--- config.mk ---
export PLATFORM = sky130hd
export DESIGN_NAME = crt_point_pacer_flat
export DESIGN_NICKNAME = d
export VERILOG_FILES = /design/src/rtl/crt_point_pacer_pkg.sv /design/src/rtl/crt_point_pacer_if.sv /design/src/rtl/crt_point_fifo.sv /design/src/rtl/crt_point_pacer.sv /design/src/flat_wrapper.sv
export SDC_FILE = /design/constraint.sdc
export NUM_CORES = 1
export LEC_CHECK = 0
export CORE_UTILIZATION = 30
export CTS_CLUSTER_SIZE = 14
export DETAILED_ROUTE_END_ITERATION = 8
export HOLD_SLACK_MARGIN = 0.03
export PLACE_DENSITY = 0.47
export RECOVER_POWER = 25
export SLEW_MARGIN = 40
export SYNTH_ARGS = -nofsm -noshare
export SYNTH_HDL_FRONTEND = slang
export SYNTH_HIERARCHICAL = 1
export SYNTH_SLANG_ARGS = --single-unit
--- constraint.sdc ---
create_clock -name i_clk -period 8.05 [get_ports i_clk]
set_input_delay 1.2075 -clock i_clk [delete_from_list [all_inputs] [get_ports i_clk]]
set_output_delay 1.2075 -clock i_clk [all_outputs]
set_load 0.01 [all_outputs]
--- src/rtl/crt_point_pacer_pkg.sv ---
// Shared types and defaults for the CRT point pacer: point word layout, read FSM states,
// and the saturating counter helper.
package crt_point_pacer_pkg;

   localparam int unsigned PointW   = 23;
   localparam int unsigned DefDepth = 16;
   localparam int unsigned DefGap   = 4;
   localparam int unsigned CountW   = 16;

   typedef struct packed {
      logic [9:0] x;
      logic [9:0] y;
      logic [2:0] br;
   } point_t;

   typedef enum logic [1:0] {
      StIdle,
      StEmit,
      StGap
   } state_t;

   function automatic logic [CountW-1:0] sat_inc(input logic [CountW-1:0] v);
      return (v == '1) ? v : v + 1'b1;
   endfunction

endpackage

--- src/rtl/crt_point_pacer_if.sv ---
// Point source / CRT sink / debug bundle for crt_point_pacer. Signal names are seen from
// the pacer: i_* flow into it, o_* flow out of it.
interface crt_point_pacer_if
   import crt_point_pacer_pkg::*;
#(
   parameter int unsigned DEPTH = DefDepth
);
   localparam int unsigned LevelW = $clog2(DEPTH + 1);

   logic [9:0]        i_pixel_x;
   logic [9:0]        i_pixel_y;
   logic [2:0]        i_pixel_brightness;
   logic              i_pixel_valid;
   logic [9:0]        o_pixel_x;
   logic [9:0]        o_pixel_y;
   logic [2:0]        o_pixel_brightness;
   logic              o_pixel_valid;
   logic [LevelW-1:0] o_dbg_level;
   logic [CountW-1:0] o_dbg_drop_count;
   logic [CountW-1:0] o_dbg_dup_count;
   logic              o_dbg_overflow;

   modport master (
      output i_pixel_x, i_pixel_y, i_pixel_brightness, i_pixel_valid,
      input  o_pixel_x, o_pixel_y, o_pixel_brightness, o_pixel_valid,
      input  o_dbg_level, o_dbg_drop_count, o_dbg_dup_count, o_dbg_overflow
   );

   modport slave (
      input  i_pixel_x, i_pixel_y, i_pixel_brightness, i_pixel_valid,
      output o_pixel_x, o_pixel_y, o_pixel_brightness, o_pixel_valid,
      output o_dbg_level, o_dbg_drop_count, o_dbg_dup_count, o_dbg_overflow
   );

endinterface

--- src/rtl/crt_point_fifo.sv ---
// DEPTH x WIDTH synchronous FIFO with flush; push while full is legal when popping in the
// same cycle. Head is read straight from the storage flops.
module crt_point_fifo
   import crt_point_pacer_pkg::*;
#(
   parameter int unsigned DEPTH = DefDepth,
   parameter int unsigned WIDTH = PointW
) (
   input  logic                         i_clk,
   input  logic                         i_rst,
   input  logic                         i_flush,
   input  logic                         i_push,
   input  logic                         i_pop,
   input  logic [WIDTH-1:0]             i_data,
   output logic [WIDTH-1:0]             o_head,
   output logic [$clog2(DEPTH+1)-1:0]   o_level,
   output logic                         o_empty,
   output logic                         o_full
);
   localparam int unsigned PtrW   = $clog2(DEPTH);
   localparam int unsigned LevelW = $clog2(DEPTH + 1);

   logic [WIDTH-1:0]  mem [DEPTH];
   logic [PtrW-1:0]   wr_q;
   logic [PtrW-1:0]   rd_q;
   logic [LevelW-1:0] level_q;

   always_ff @(posedge i_clk) begin
      if (i_push) begin
         mem[wr_q] <= i_data;
      end
   end

   // DEPTH is a power of two, so pointer increments wrap naturally.
   always_ff @(posedge i_clk) begin
      if (i_rst || i_flush) begin
         wr_q    <= '0;
         rd_q    <= '0;
         level_q <= '0;
      end else begin
         if (i_push) wr_q <= wr_q + 1'b1;
         if (i_pop)  rd_q <= rd_q + 1'b1;
         level_q <= level_q + LevelW'(i_push) - LevelW'(i_pop);
      end
   end

   assign o_head  = mem[rd_q];
   assign o_level = level_q;
   assign o_empty = (level_q == '0);
   assign o_full  = (level_q == LevelW'(DEPTH));

endmodule

--- src/rtl/crt_point_pacer.sv ---
// Point queue between a point source and the CRT: drops duplicates, buffers bursts and
// re-emits points no faster than one strobe per GAP_CYCLES clocks.
module crt_point_pacer
   import crt_point_pacer_pkg::*;
#(
   parameter int unsigned DEPTH        = DefDepth,
   parameter int unsigned GAP_CYCLES   = DefGap,
   parameter bit          SUPPRESS_DUP = 1'b1
) (
   input  logic           i_clk,
   input  logic           i_rst,
   input  logic           i_flush,
   crt_point_pacer_if.slave pix
);
   localparam int unsigned LevelW  = $clog2(DEPTH + 1);
   localparam logic [15:0] GapLoad = (GAP_CYCLES > 1) ? 16'(GAP_CYCLES - 2) : 16'd0;

   point_t            in_pt;
   point_t            head_pt;
   point_t            last_q;
   point_t            out_q;
   logic              dup_valid_q;
   state_t            state_q;
   state_t            state_d;
   logic [15:0]       gap_q;
   logic [15:0]       gap_d;
   logic              valid_q;
   logic [CountW-1:0] drop_cnt_q;
   logic [CountW-1:0] dup_cnt_q;
   logic              overflow_q;
   logic              fifo_empty;
   logic              fifo_full;
   logic [LevelW-1:0] level;
   logic              is_dup;
   logic              pop;
   logic              push;
   logic              drop;
   logic              dup_hit;

   assign in_pt = point_t'{x: pix.i_pixel_x, y: pix.i_pixel_y, br: pix.i_pixel_brightness};

   assign is_dup  = SUPPRESS_DUP && dup_valid_q && (in_pt == last_q);
   assign dup_hit = pix.i_pixel_valid && !i_flush && is_dup;
   assign push    = pix.i_pixel_valid && !i_flush && !is_dup && (!fifo_full || pop);
   assign drop    = pix.i_pixel_valid && !i_flush && !is_dup && fifo_full && !pop;

   crt_point_fifo #(
      .DEPTH (DEPTH),
      .WIDTH (PointW)
   ) u_fifo (
      .i_clk   (i_clk),
      .i_rst   (i_rst),
      .i_flush (i_flush),
      .i_push  (push),
      .i_pop   (pop),
      .i_data  (in_pt),
      .o_head  (head_pt),
      .o_level (level),
      .o_empty (fifo_empty),
      .o_full  (fifo_full)
   );

   // The head is popped into the output register on the cycle that enters EMIT, so the
   // registered strobe lines up with the EMIT state and the final GAP cycle can chain
   // straight into the next EMIT for exact GAP_CYCLES spacing.
   always_comb begin
      state_d = state_q;
      gap_d   = gap_q;
      pop     = 1'b0;
      unique case (state_q)
         StIdle: begin
            if (!fifo_empty) begin
               state_d = StEmit;
               pop     = 1'b1;
            end
         end
         StEmit: begin
            if (GAP_CYCLES == 1) begin
               if (fifo_empty) state_d = StIdle;
               else            pop     = 1'b1;
            end else begin
               state_d = StGap;
               gap_d   = GapLoad;
            end
         end
         StGap: begin
            if (gap_q == '0) begin
               if (fifo_empty) begin
                  state_d = StIdle;
               end else begin
                  state_d = StEmit;
                  pop     = 1'b1;
               end
            end else begin
               gap_d = gap_q - 16'd1;
            end
         end
         default: state_d = StIdle;
      endcase
      if (i_flush) begin
         state_d = StIdle;
         pop     = 1'b0;
      end
   end

   always_ff @(posedge i_clk) begin
      if (i_rst) begin
         state_q     <= StIdle;
         gap_q       <= '0;
         valid_q     <= 1'b0;
         out_q       <= '0;
         last_q      <= '0;
         dup_valid_q <= 1'b0;
         drop_cnt_q  <= '0;
         dup_cnt_q   <= '0;
         overflow_q  <= 1'b0;
      end else begin
         state_q <= state_d;
         gap_q   <= gap_d;
         valid_q <= pop;
         if (pop) out_q <= head_pt;
         if (i_flush) begin
            dup_valid_q <= 1'b0;
         end else if (push) begin
            last_q      <= in_pt;
            dup_valid_q <= 1'b1;
         end
         if (drop) begin
            drop_cnt_q <= sat_inc(drop_cnt_q);
            overflow_q <= 1'b1;
         end
         if (dup_hit) dup_cnt_q <= sat_inc(dup_cnt_q);
      end
   end

   assign pix.o_pixel_x          = out_q.x;
   assign pix.o_pixel_y          = out_q.y;
   assign pix.o_pixel_brightness = out_q.br;
   assign pix.o_pixel_valid      = valid_q;
   assign pix.o_dbg_level        = level;
   assign pix.o_dbg_drop_count   = drop_cnt_q;
   assign pix.o_dbg_dup_count    = dup_cnt_q;
   assign pix.o_dbg_overflow     = overflow_q;

endmodule

--- src/flat_wrapper.sv ---
// flat-port wrapper written by rule: the top's interface ports become plain ports
module crt_point_pacer_flat import crt_point_pacer_pkg::*;
#(
   parameter int unsigned DEPTH        = DefDepth,
   parameter int unsigned GAP_CYCLES   = DefGap,
   parameter bit          SUPPRESS_DUP = 1'b1
)
  (i_clk, i_rst, i_flush, pix_i_pixel_x, pix_i_pixel_y, pix_i_pixel_brightness, pix_i_pixel_valid, pix_o_pixel_x, pix_o_pixel_y, pix_o_pixel_brightness, pix_o_pixel_valid, pix_o_dbg_level, pix_o_dbg_drop_count, pix_o_dbg_dup_count, pix_o_dbg_overflow);
  crt_point_pacer_if #(.DEPTH(DEPTH)) pix_i ();
  input  logic i_clk;
  input  logic i_rst;
  input  logic i_flush;
  input wire logic [$bits(pix_i.i_pixel_x)-1:0] pix_i_pixel_x;
  input wire logic [$bits(pix_i.i_pixel_y)-1:0] pix_i_pixel_y;
  input wire logic [$bits(pix_i.i_pixel_brightness)-1:0] pix_i_pixel_brightness;
  input wire logic [$bits(pix_i.i_pixel_valid)-1:0] pix_i_pixel_valid;
  output wire logic [$bits(pix_i.o_pixel_x)-1:0] pix_o_pixel_x;
  output wire logic [$bits(pix_i.o_pixel_y)-1:0] pix_o_pixel_y;
  output wire logic [$bits(pix_i.o_pixel_brightness)-1:0] pix_o_pixel_brightness;
  output wire logic [$bits(pix_i.o_pixel_valid)-1:0] pix_o_pixel_valid;
  output wire logic [$bits(pix_i.o_dbg_level)-1:0] pix_o_dbg_level;
  output wire logic [$bits(pix_i.o_dbg_drop_count)-1:0] pix_o_dbg_drop_count;
  output wire logic [$bits(pix_i.o_dbg_dup_count)-1:0] pix_o_dbg_dup_count;
  output wire logic [$bits(pix_i.o_dbg_overflow)-1:0] pix_o_dbg_overflow;
  assign pix_i.i_pixel_x = pix_i_pixel_x;
  assign pix_i.i_pixel_y = pix_i_pixel_y;
  assign pix_i.i_pixel_brightness = pix_i_pixel_brightness;
  assign pix_i.i_pixel_valid = pix_i_pixel_valid;
  assign pix_o_pixel_x = pix_i.o_pixel_x;
  assign pix_o_pixel_y = pix_i.o_pixel_y;
  assign pix_o_pixel_brightness = pix_i.o_pixel_brightness;
  assign pix_o_pixel_valid = pix_i.o_pixel_valid;
  assign pix_o_dbg_level = pix_i.o_dbg_level;
  assign pix_o_dbg_drop_count = pix_i.o_dbg_drop_count;
  assign pix_o_dbg_dup_count = pix_i.o_dbg_dup_count;
  assign pix_o_dbg_overflow = pix_i.o_dbg_overflow;
  crt_point_pacer #(.DEPTH(DEPTH), .GAP_CYCLES(GAP_CYCLES), .SUPPRESS_DUP(SUPPRESS_DUP)) u_core (.i_clk(i_clk), .i_rst(i_rst), .i_flush(i_flush), .pix(pix_i));
endmodule
# [After elaboration in Yosys (flattened, before gate mapping)]
# Memory sizes are Yosys's and may differ from the RTL's. A register that Yosys moved wholly into a read port is not among the register bits.
# Index checks and enable logic that the tools add are counted.
[word_totals] ff_bits=89 latchBits=0 ramBits=368 rom_bits=0 output_inout_bits=62 word_cells=68 mem_count=1
[mem_list] name="u_core.u_fifo.mem" depth=16 word_bits=23 rd=1 rd_ports_with_merged_regs=1 write_ports=1 line="crt_point_fifo.sv:23" text="logic [WIDTH-1:0] mem [DEPTH];"
[classes] addsub=7 mul=0 n_div=0 magnitude_cmp=0 n_eq_ne=9 n_shift=0 mux=12 n_bitwise=3 reduce_logical=23
[op_table] cell="$add A16 B1 Y16 const B" n=2
[op_table] cell="$eq A16 B16 Y1 const B" n=2
[op_table] cell="$pmux W16 S2" n=1
[op_table] cell="$eq A23 B23 Y1" n=1
[op_table] cell="$logic_not A16 Y1" n=1
[op_table] cell="$mux W16" n=1
[op_table] cell="$sub A16 B1 Y16 const B" n=1
[op_table] cell="$reduce_and A2 Y1" n=5
[op_table] cell="$add A4 B1 Y4 const B" n=2
[op_table] cell="$logic_and A1 B1 Y1" n=7
[op_table] cell="$mux W1" n=6
[op_table] cell="$pmux W2 S3" n=1
[op_table] cell="$add A5 B1 Y5" n=1
[op_table] cell="$eq A5 B5 Y1 const B" n=1
[op_table] cell="$logic_not A5 Y1" n=1
[op_table] cell="$sub A5 B1 Y5" n=1
[op_table] cell="$logic_not A1 Y1" n=4
[op_table] cell="$mux W2" n=2
[op_table] cell="$ne A2 B2 Y1 const B" n=2
[op_table] cell="$not A1 Y1" n=3
[op_table] cell="$eq A2 B1 Y1 const B" n=1
[op_table] cell="$eq A2 B2 Y1 const B" n=1
[op_table] cell="$logic_not A2 Y1" n=1
[op_table] cell="$logic_or A1 B1 Y1" n=2
[op_table] cell="4 further kinds" n=4

# [Longest topological paths before layout]
# Gate-level depths: netlist of run 1.
[depth] word_depth=9 ltp_mapped=16 ltp_nobuf=15

# [Hierarchy]
# The synthesis of run 1 kept the hierarchy.
[by_module_without_submodules] mod="crt_point_fifo" n_inst=1 cells_per_inst=664 area_per_inst_um2=14651.6
[by_module_without_submodules] mod="crt_point_pacer" n_inst=1 cells_per_inst=516 area_per_inst_um2=4489.3

# [Least setup slack after synthesis of run 1]
# Ideal clock, no wire load.
[synth_path] kind="input -> register" start="input i_flush" end="memory u_core/u_fifo/mem[0][0] in the netlist's numbering, enable pin" arrival_ns=3.308 slack_ns=4.360 cell_stages=9 n_path_buf=3 cell_sequence="nor3_1 -> nand2_2 -> clkinv_2 -> o221a_4 -> buf_6 -> buf_12 -> clkbuf_1 -> nor3b_1 -> and2_1"
[synth_via] elab_chain_cells=6 elab_cells_between_ends=8 cone_classes="mux (3); reduce/logical (5)"
[synth_lines] item="start: declaration" line="flat_wrapper.sv:12" text="input logic i_flush;"
[synth_lines] item="$logic_not A1 Y1" line="crt_point_pacer.sv:44" text="assign push = pix.i_pixel_valid && !i_flush && !is_dup && (!fifo_full || pop);"
[synth_lines] item="$logic_and A1 B1 Y1 (2 in series)" line="crt_point_pacer.sv:44"
[synth_lines] item="$logic_and A1 B1 Y1 *" line="crt_point_pacer.sv:44"
[synth_lines] item="via u_core.push" line="crt_point_pacer.sv:36" text="logic push;"
[synth_lines] item="$mux W1 *" line="crt_point_fifo.sv:29" text="if (i_push) begin"
[synth_lines] item="$mux W1 (implied by the code) *" line="crt_point_fifo.sv:30" text="mem[wr_q] <= i_data;"
[synth_lines] item="end: declaration" line="crt_point_fifo.sv:23"
# Mark *: on every way through the listed nets, which the timed path passes. The rest lies on a longest branch.

# [Worst setup path after layout of run 1]
[layout_path] start="input pix_i_pixel_x[7]" end="memory u_core/u_fifo/mem[7][22] in the netlist's numbering, enable pin"
[layout_via] elab_chain_cells=7
[layout_lines] item="start: declaration" line="flat_wrapper.sv:13" text="input wire logic [$bits(pix_i.i_pixel_x)-1:0] pix_i_pixel_x;"
[layout_lines] item="$eq A23 B23 Y1" line="crt_point_pacer.sv:42" text="assign is_dup = SUPPRESS_DUP && dup_valid_q && (in_pt == last_q);"
[layout_lines] item="$logic_and A1 B1 Y1" line="crt_point_pacer.sv:42"
[layout_lines] item="$logic_not A1 Y1" line="crt_point_pacer.sv:44"
[layout_lines] item="$logic_and A1 B1 Y1 (2 in series)" line="crt_point_pacer.sv:44"
[layout_lines] item="$mux W1" line="crt_point_fifo.sv:29"
[layout_lines] item="$mux W1 (implied by the code)" line="crt_point_fifo.sv:30"
# Every way passes these cells.

==> impl_metrics.json, run 1 <==
{
  "start_util_pct": 30.3,
  "slowest_delay_ps": 760,
  "dr.pass1.iters": 6,
  "placementRows": 92,
  "period_needed_ps": 5000,
  "drtAntennaViolNets": 0,
  "final_design_area_no_fill_um2": 22800,
  "gp_congestion": 0.729,
  "reg2reg_from": "u_core/gap_q[0]$_SDFFE_PP0P_",
  "vdd_drop_max_mv": 0.145,
  "hp-start": "u_core/pix.o_pixel_x[9]$_SDFFE_PP0P_",
  "dieArea_um2": 64800,
  "cap_violations": 0,
  "ys_ff_latch": 484,
  "rsz0062_at_grt": "no",
  "synth_cell_types": 57,
  "reg2reg_depth": 11,
  "drc": 0,
  "syn-num-nets": 1223,
  "grt-ovfl-total": 0,
  "hp-class": "flop to flop",
  "cts_tree": "yes",
  "grt_max_degree": 60,
  "cts_sinks": 484,
  "status": "finished clean",
  "grt_pass1_wl_um": 69800,
  "setup_ws_ps": 3050,
  "synth-edff-count": 368,
  "cts_buffers": 51,
  "setup_viol": 0,
  "placed_area_um2": 21100,
  "cts.clk_slew.worst_paths_ps": 60,
  "netlist_instances": 1180,
  "arrival_ps": 5290,
  "timing.rr.end": "u_core/u_fifo/mem[7][22]$_DFFE_PP_",
  "ctsLongestPathBuffers": 3,
  "clock-root-buffer": "clkbuf_16",
  "pre_cts_slack_ps": 2580,
  "ios": 89,
  "syn_avg_cell_area_um2": 16.2,
  "grt_pass1_vias": 10713,
  "insertion_delay_ps": 600,
  "mostFrequentLayoutCells": "edfxtp_1 (368), dfxtp_1 (114), mux4_2 (92)",
  "fmax_mhz": 200,
  "die_h_um": 255,
  "min_to": "u_core/pix.o_pixel_x[9]$_SDFFE_PP0P_",
  "worstMarginPinSlew_ps": 1040,
  "path_class": "input pin to flop",
  "cts_hold_buf": 0,
  "max_slew_margin_pct": 30.8,
  "total_power_w": 0.00595,
  "wl_per_cell_um": 21.2,
  "coreArea_um2": 63100,
  "r2r_setup_slack_ps": 3100,
  "synthToLayoutAreaGrowth_pct": 19.2,
  "num_vias": 10419,
  "post_cts_buffers": 0,
  "p_leak_nw": 7.17,
  "worstSetupEndpointType": "flop",
  "dpl.hpwl_um": 28600,
  "antenna_found_initial": 0,
  "die_w_um": 255,
  "layout_commonest_cell": "edfxtp_1",
  "maxSlewViolCount": 0,
  "htree_num_levels": 2,
  "nets": 1350,
  "crit_path_cell_trace": "dlygate4sd3_1, clkbuf_1, xnor2_1, nand4_1, or4_1, o221a_4, nand2_1, nor2_1, and2_1, buf_4",
  "portBuffers": 88,
  "clock_skew_ps": 30.5,
  "holdPathStages": 2,
  "netlist_area_um2": 19100,
  "grtUsageTotal_pct": 14.6,
  "drive_gt1_share_pct": 17.3,
  "start_kind": "input pin",
  "hold_violations": 0,
  "synth_flop_cell": "edfxtp_1",
  "power_density_nw_per_um2": 261,
  "yosysWarnings": 6,
  "cp.required_ps": 8340,
  "slowest_stage": "clkbuf_1",
  "post_cts_resized": 0,
  "utilization_pct": 36.2,
  "insertedDiodeCount": 0,
  "viasPerCell": 4.75,
  "wl_um": 46600,
  "async_flop_share_pct": 0,
  "synth-seq-area-share_pct": 69.9,
  "drt_iter0_markers": 646,
  "crit_fanout": 33,
  "fin_crit_sh_pct": 62.1,
  "finalSetupTns_ps": 0
}
## cells by family after synthesis
group           after synthesis  share of synthesized area [%]
mux                         129                           12.8
simple gates                299                           7.75
compound gates              129                           4.47
fa+ha+maj                    16                           1.09
xor+xnor                     42                           1.92
flops                       484                           69.9
buf+inv                      81                           2.09
## metrics by stage
step	instances	hold WS, ps
final	2195	452
after global placement	2097	437
after global routing	2195	469
after floorplan	1180	457
after CTS	2194	454
after detailed placement	2099	446
## sequential cells by signal, summed over array words and instances (netlist names), named ones only
signal	count
u_core/pix.o_pixel_brightness	3
u_core/pix.o_dbg_dup_count	16
u_core/u_fifo/mem	368
u_core/pix.o_dbg_drop_count	16
u_core/pix.o_pixel_valid	1
u_core/gap_q	16
u_core/dup_valid_q	1
u_core/u_fifo/o_level	5
u_core/pix.o_dbg_overflow	1
u_core/u_fifo/rd_q	4
u_core/state_q	2
u_core/pix.o_pixel_y	10
u_core/last_q	23
u_core/pix.o_pixel_x	10
u_core/u_fifo/wr_q	4
## cell type report
cell class	instances	area, µm²
clock buffers	70	1450
fillers	6031	40300
repair buffers	132	1190
flip-flops and latches	484	13400
well taps	846	1060
inverters	23	87.6
clock inverters	25	265
multi-input cells	615	5380
## critical path, delay by kind of cell
kind	cells	cell delay [ps]
buffers and inverters	3	1630
xor gates and xnor gates	1	210
and+or+nand+nor	5	1520
AOI/OAI and AO/OA	1	670
## report_power, final
group | total [W] | switching [W] | internal, W
logic | 0.000739 | 0.000400 | 0.000340
registers | 0.00282 | 0.0000640 | 0.00276
clock network | 0.00239 | 0.000967 | 0.00142
## Yosys cell counts (5+ instances only)
library cell,count,area share (%)
a21oi_1,48,1.3
a22oi_1,46,1.8
and2_1,19,0.62
and3_1,5,0.16
buf_1,8,0.16
buf_4,5,0.20
buf_6,5,0.29
clkbuf_1,33,0.65
dfxtp_1,116,12
edfxtp_1,368,58
ha_1,15,0.98
inv_1,22,0.43
mux2_2,8,0.47
mux2i_1,28,1.5
mux4_2,92,11
nand2_1,85,1.7
nand2b_1,9,0.29
nand3_1,16,0.42
nand4_1,15,0.49
nor2_1,76,1.5
nor2b_1,11,0.36
nor3_1,13,0.34
nor4_1,8,0.26
o21ai_0,12,0.31
o31ai_1,6,0.24
or3_1,12,0.39
or4_1,13,0.51
xnor2_1,28,1.3
xor2_1,14,0.64
## worst max-delay path by stage
stage                                            start                                 end  slack [ps]  cells past startpoint
after global placement                         i_flush  u_core/u_fifo/mem[14][2]$_DFFE_PP_        2550                      7
after detailed placement                       i_flush   u_core/u_fifo/mem[7][9]$_DFFE_PP_        2580                      9
after global routing      u_core/gap_q[0]$_SDFFE_PP0P_   u_core/u_fifo/mem[7][9]$_DFFE_PP_        2690                     11
after floorplan                                i_flush   u_core/u_fifo/mem[0][0]$_DFFE_PP_        4360                      9
after CTS                 u_core/gap_q[0]$_SDFFE_PP0P_  u_core/u_fifo/mem[7][22]$_DFFE_PP_        3010                     11
final                                 pix_i_pixel_x[7]  u_core/u_fifo/mem[7][22]$_DFFE_PP_        3050                     10
## per-layer routing
layer  GRT usage [%]  share of wire (%)
met3            2.00                3.4
met4            4.35                1.8
met5               0                  0
met1            19.4                 45
met2            24.8                 50
Power figures use the tool's default switching activity.
==> run 2, diff against run 1 <==
==> constraint.sdc (replaced) <==
create_clock -name i_clk -period 4.8 [get_ports i_clk]
set_input_delay 0.72 -clock i_clk [delete_from_list [all_inputs] [get_ports i_clk]]
set_output_delay 0.72 -clock i_clk [all_outputs]
set_load 0.01 [all_outputs]
==> run 2 against run 1 <==
Compared with the run above: cell area is 1.1% higher; flip-flop and latch count is the same; sequential share of layout area is 0.64 points lower; worst hold slack worse by 10 ps; non-clock buffer count increased by 27; worst setup slack got worse by 1800 ps; clock power grew 69%; via count up 2.1%; die area stayed put; final cell count is 1.3% higher.
==> impl_metrics.json, run 2 (same netlist as run 1, synthesis figures left out) <==
{
  "die_h_um": 255,
  "layout_commonest_cell": "edfxtp_1",
  "worstSetupEndpointType": "flop",
  "timing.rr.end": "u_core/u_fifo/mem[0][0]$_DFFE_PP_",
  "fin_crit_sh_pct": 74.6,
  "dieArea_um2": 64800,
  "top_usage_layer": "met2",
  "wl_um": 49600,
  "drt_iter0_markers": 648,
  "post_cts_resized": 0,
  "largestRegisters": "u_core/u_fifo/mem x368, u_core/last_q x23",
  "drive_gt1_share_pct": 18.3,
  "gp_congestion": 0.750,
  "final_design_area_no_fill_um2": 23100,
  "ios": 89,
  "startpoint": "u_core/gap_q[0]$_SDFFE_PP0P_",
  "grtUsageTotal_pct": 15.6,
  "coreArea_um2": 63100,
  "dpl.hpwl_um": 32100,
  "worstMarginPinSlew_ps": 921,
  "largest_reg_flops": 368,
  "hold_violations": 0,
  "largest-register": "u_core/u_fifo/mem",
  "dr.pass1.iters": 6,
  "reg2reg_depth": 10,
  "maxSlewViolCount": 0,
  "cts_sinks": 484,
  "grt-ovfl-total": 0,
  "p_leak_nw": 7.30,
  "cts_hold_buf": 0,
  "arrival_ps": 3890,
  "post_cts_buffers": 0,
  "cts_tree": "yes",
  "drtAntennaViolNets": 0,
  "antenna_found_initial": 0,
  "period_needed_ps": 3580,
  "grt_pass1_wl_um": 73500,
  "grt_pass1_vias": 10970,
  "setup_ws_ps": 1220,
  "htree_num_levels": 2,
  "insertedDiodeCount": 0,
  "cts_buffers": 52,
  "hp-start": "u_core/pix.o_dbg_overflow$_SDFFE_PP0P_",
  "grt_max_degree": 67,
  "rsz0062_at_grt": "no",
  "use_met2_pct": 26.2,
  "reg2reg_from": "u_core/gap_q[0]$_SDFFE_PP0P_",
  "hp-class": "flop to flop",
  "clock-root-buffer": "clkbuf_16",
  "synthToLayoutAreaGrowth_pct": 20.5,
  "status": "finished clean",
  "max_slew_margin_pct": 38.6,
  "insertion_delay_ps": 610,
  "min_to": "u_core/pix.o_dbg_overflow$_SDFFE_PP0P_",
  "vdd_drop_max_mv": 0.248,
  "start_util_pct": 30.3,
  "num_vias": 10641,
  "fmax_mhz": 279,
  "gr-usage-met1_pct": 20.7,
  "finalSetupTns_ps": 0,
  "pre_cts_slack_ps": 938,
  "nets": 1378,
  "ctsLongestPathBuffers": 3,
  "path_class": "flop to flop",
  "power_density_nw_per_um2": 435,
  "drc": 0,
  "cts.clk_slew.worst_paths_ps": 60,
  "placed_area_um2": 21400,
  "setup_viol": 0,
  "wl_per_cell_um": 22.3,
  "cap_violations": 0,
  "portBuffers": 88,
  "r2r_setup_slack_ps": 1220,
  "clock_skew_ps": 18.3,
  "grtUsageMet3_pct": 2.45,
  "placementRows": 92,
  "viasPerCell": 4.78,
  "mostFrequentLayoutCells": "edfxtp_1 (368), dfxtp_1 (114), mux4_2 (92)",
  "holdPathStages": 2,
  "crit_fanout": 15,
  "start_kind": "flop",
  "cp.required_ps": 5110,
  "die_w_um": 255
}
## run 2: worst max path at each step
stage,cells past startpoint,slack [ps],to
2_1_floorplan,12,1120,u_core/u_fifo/mem[0][0]$_DFFE_PP_
4_1_cts,10,1150,u_core/u_fifo/mem[0][22]$_DFFE_PP_
3_5_place_dp,10,940,u_core/u_fifo/mem[6][20]$_DFFE_PP_
6_report,10,1220,u_core/u_fifo/mem[0][0]$_DFFE_PP_
5_1_grt,15,1010,u_core/u_fifo/o_level[4]$_SDFF_PP0_
3_3_place_gp,12,850,u_core/u_fifo/o_level[4]$_SDFF_PP0_
## run 2: stage by stage
stage               instances  util (%)  total power [W]  hold slack [ps]
floorplan                1180         -          0.00559              457
global placement         2126      33.9          0.00613              442
detailed placement       2127      33.9          0.00614              439
CTS                      2224      36.7           0.0102              446
global route             2224      36.6           0.0105              470
finish                   2224      36.6           0.0100              442
## run 2: per-layer routing
metal,share of wire [%],vias up
li1,-,4889
met1,45,5511
met2,49,177
met3,3.6,64
met4,2.4,0
met5,0,-
## run 2: final cells by class
type,instances,area [µm²]
Timing Repair Buffer,159,1430
Inverter,23,87.6
Sequential cell,484,13400
Clock buffer,67,1420
Tap cell,846,1060
Clock inverter,30,315
Multi-Input combinational cell,615,5380
Fill cell,6017,40000
## run 2: power breakdown
group          internal, W  total, W  switching [W]
Combinational     0.000592   0.00127       0.000678
Clock              0.00236   0.00404        0.00168
Sequential         0.00463   0.00473       0.000101
## run 2: worst max-delay path, stage by stage (launching register included)
cell and delay [ps]:
dfxtp_1 330, inv_1 80, ha_1 160, or4b_2 640, o41ai_4 290, nand2_2 100
clkinv_2 290, o221a_4 290, nor3b_1 310, and2_1 540, buf_12 240
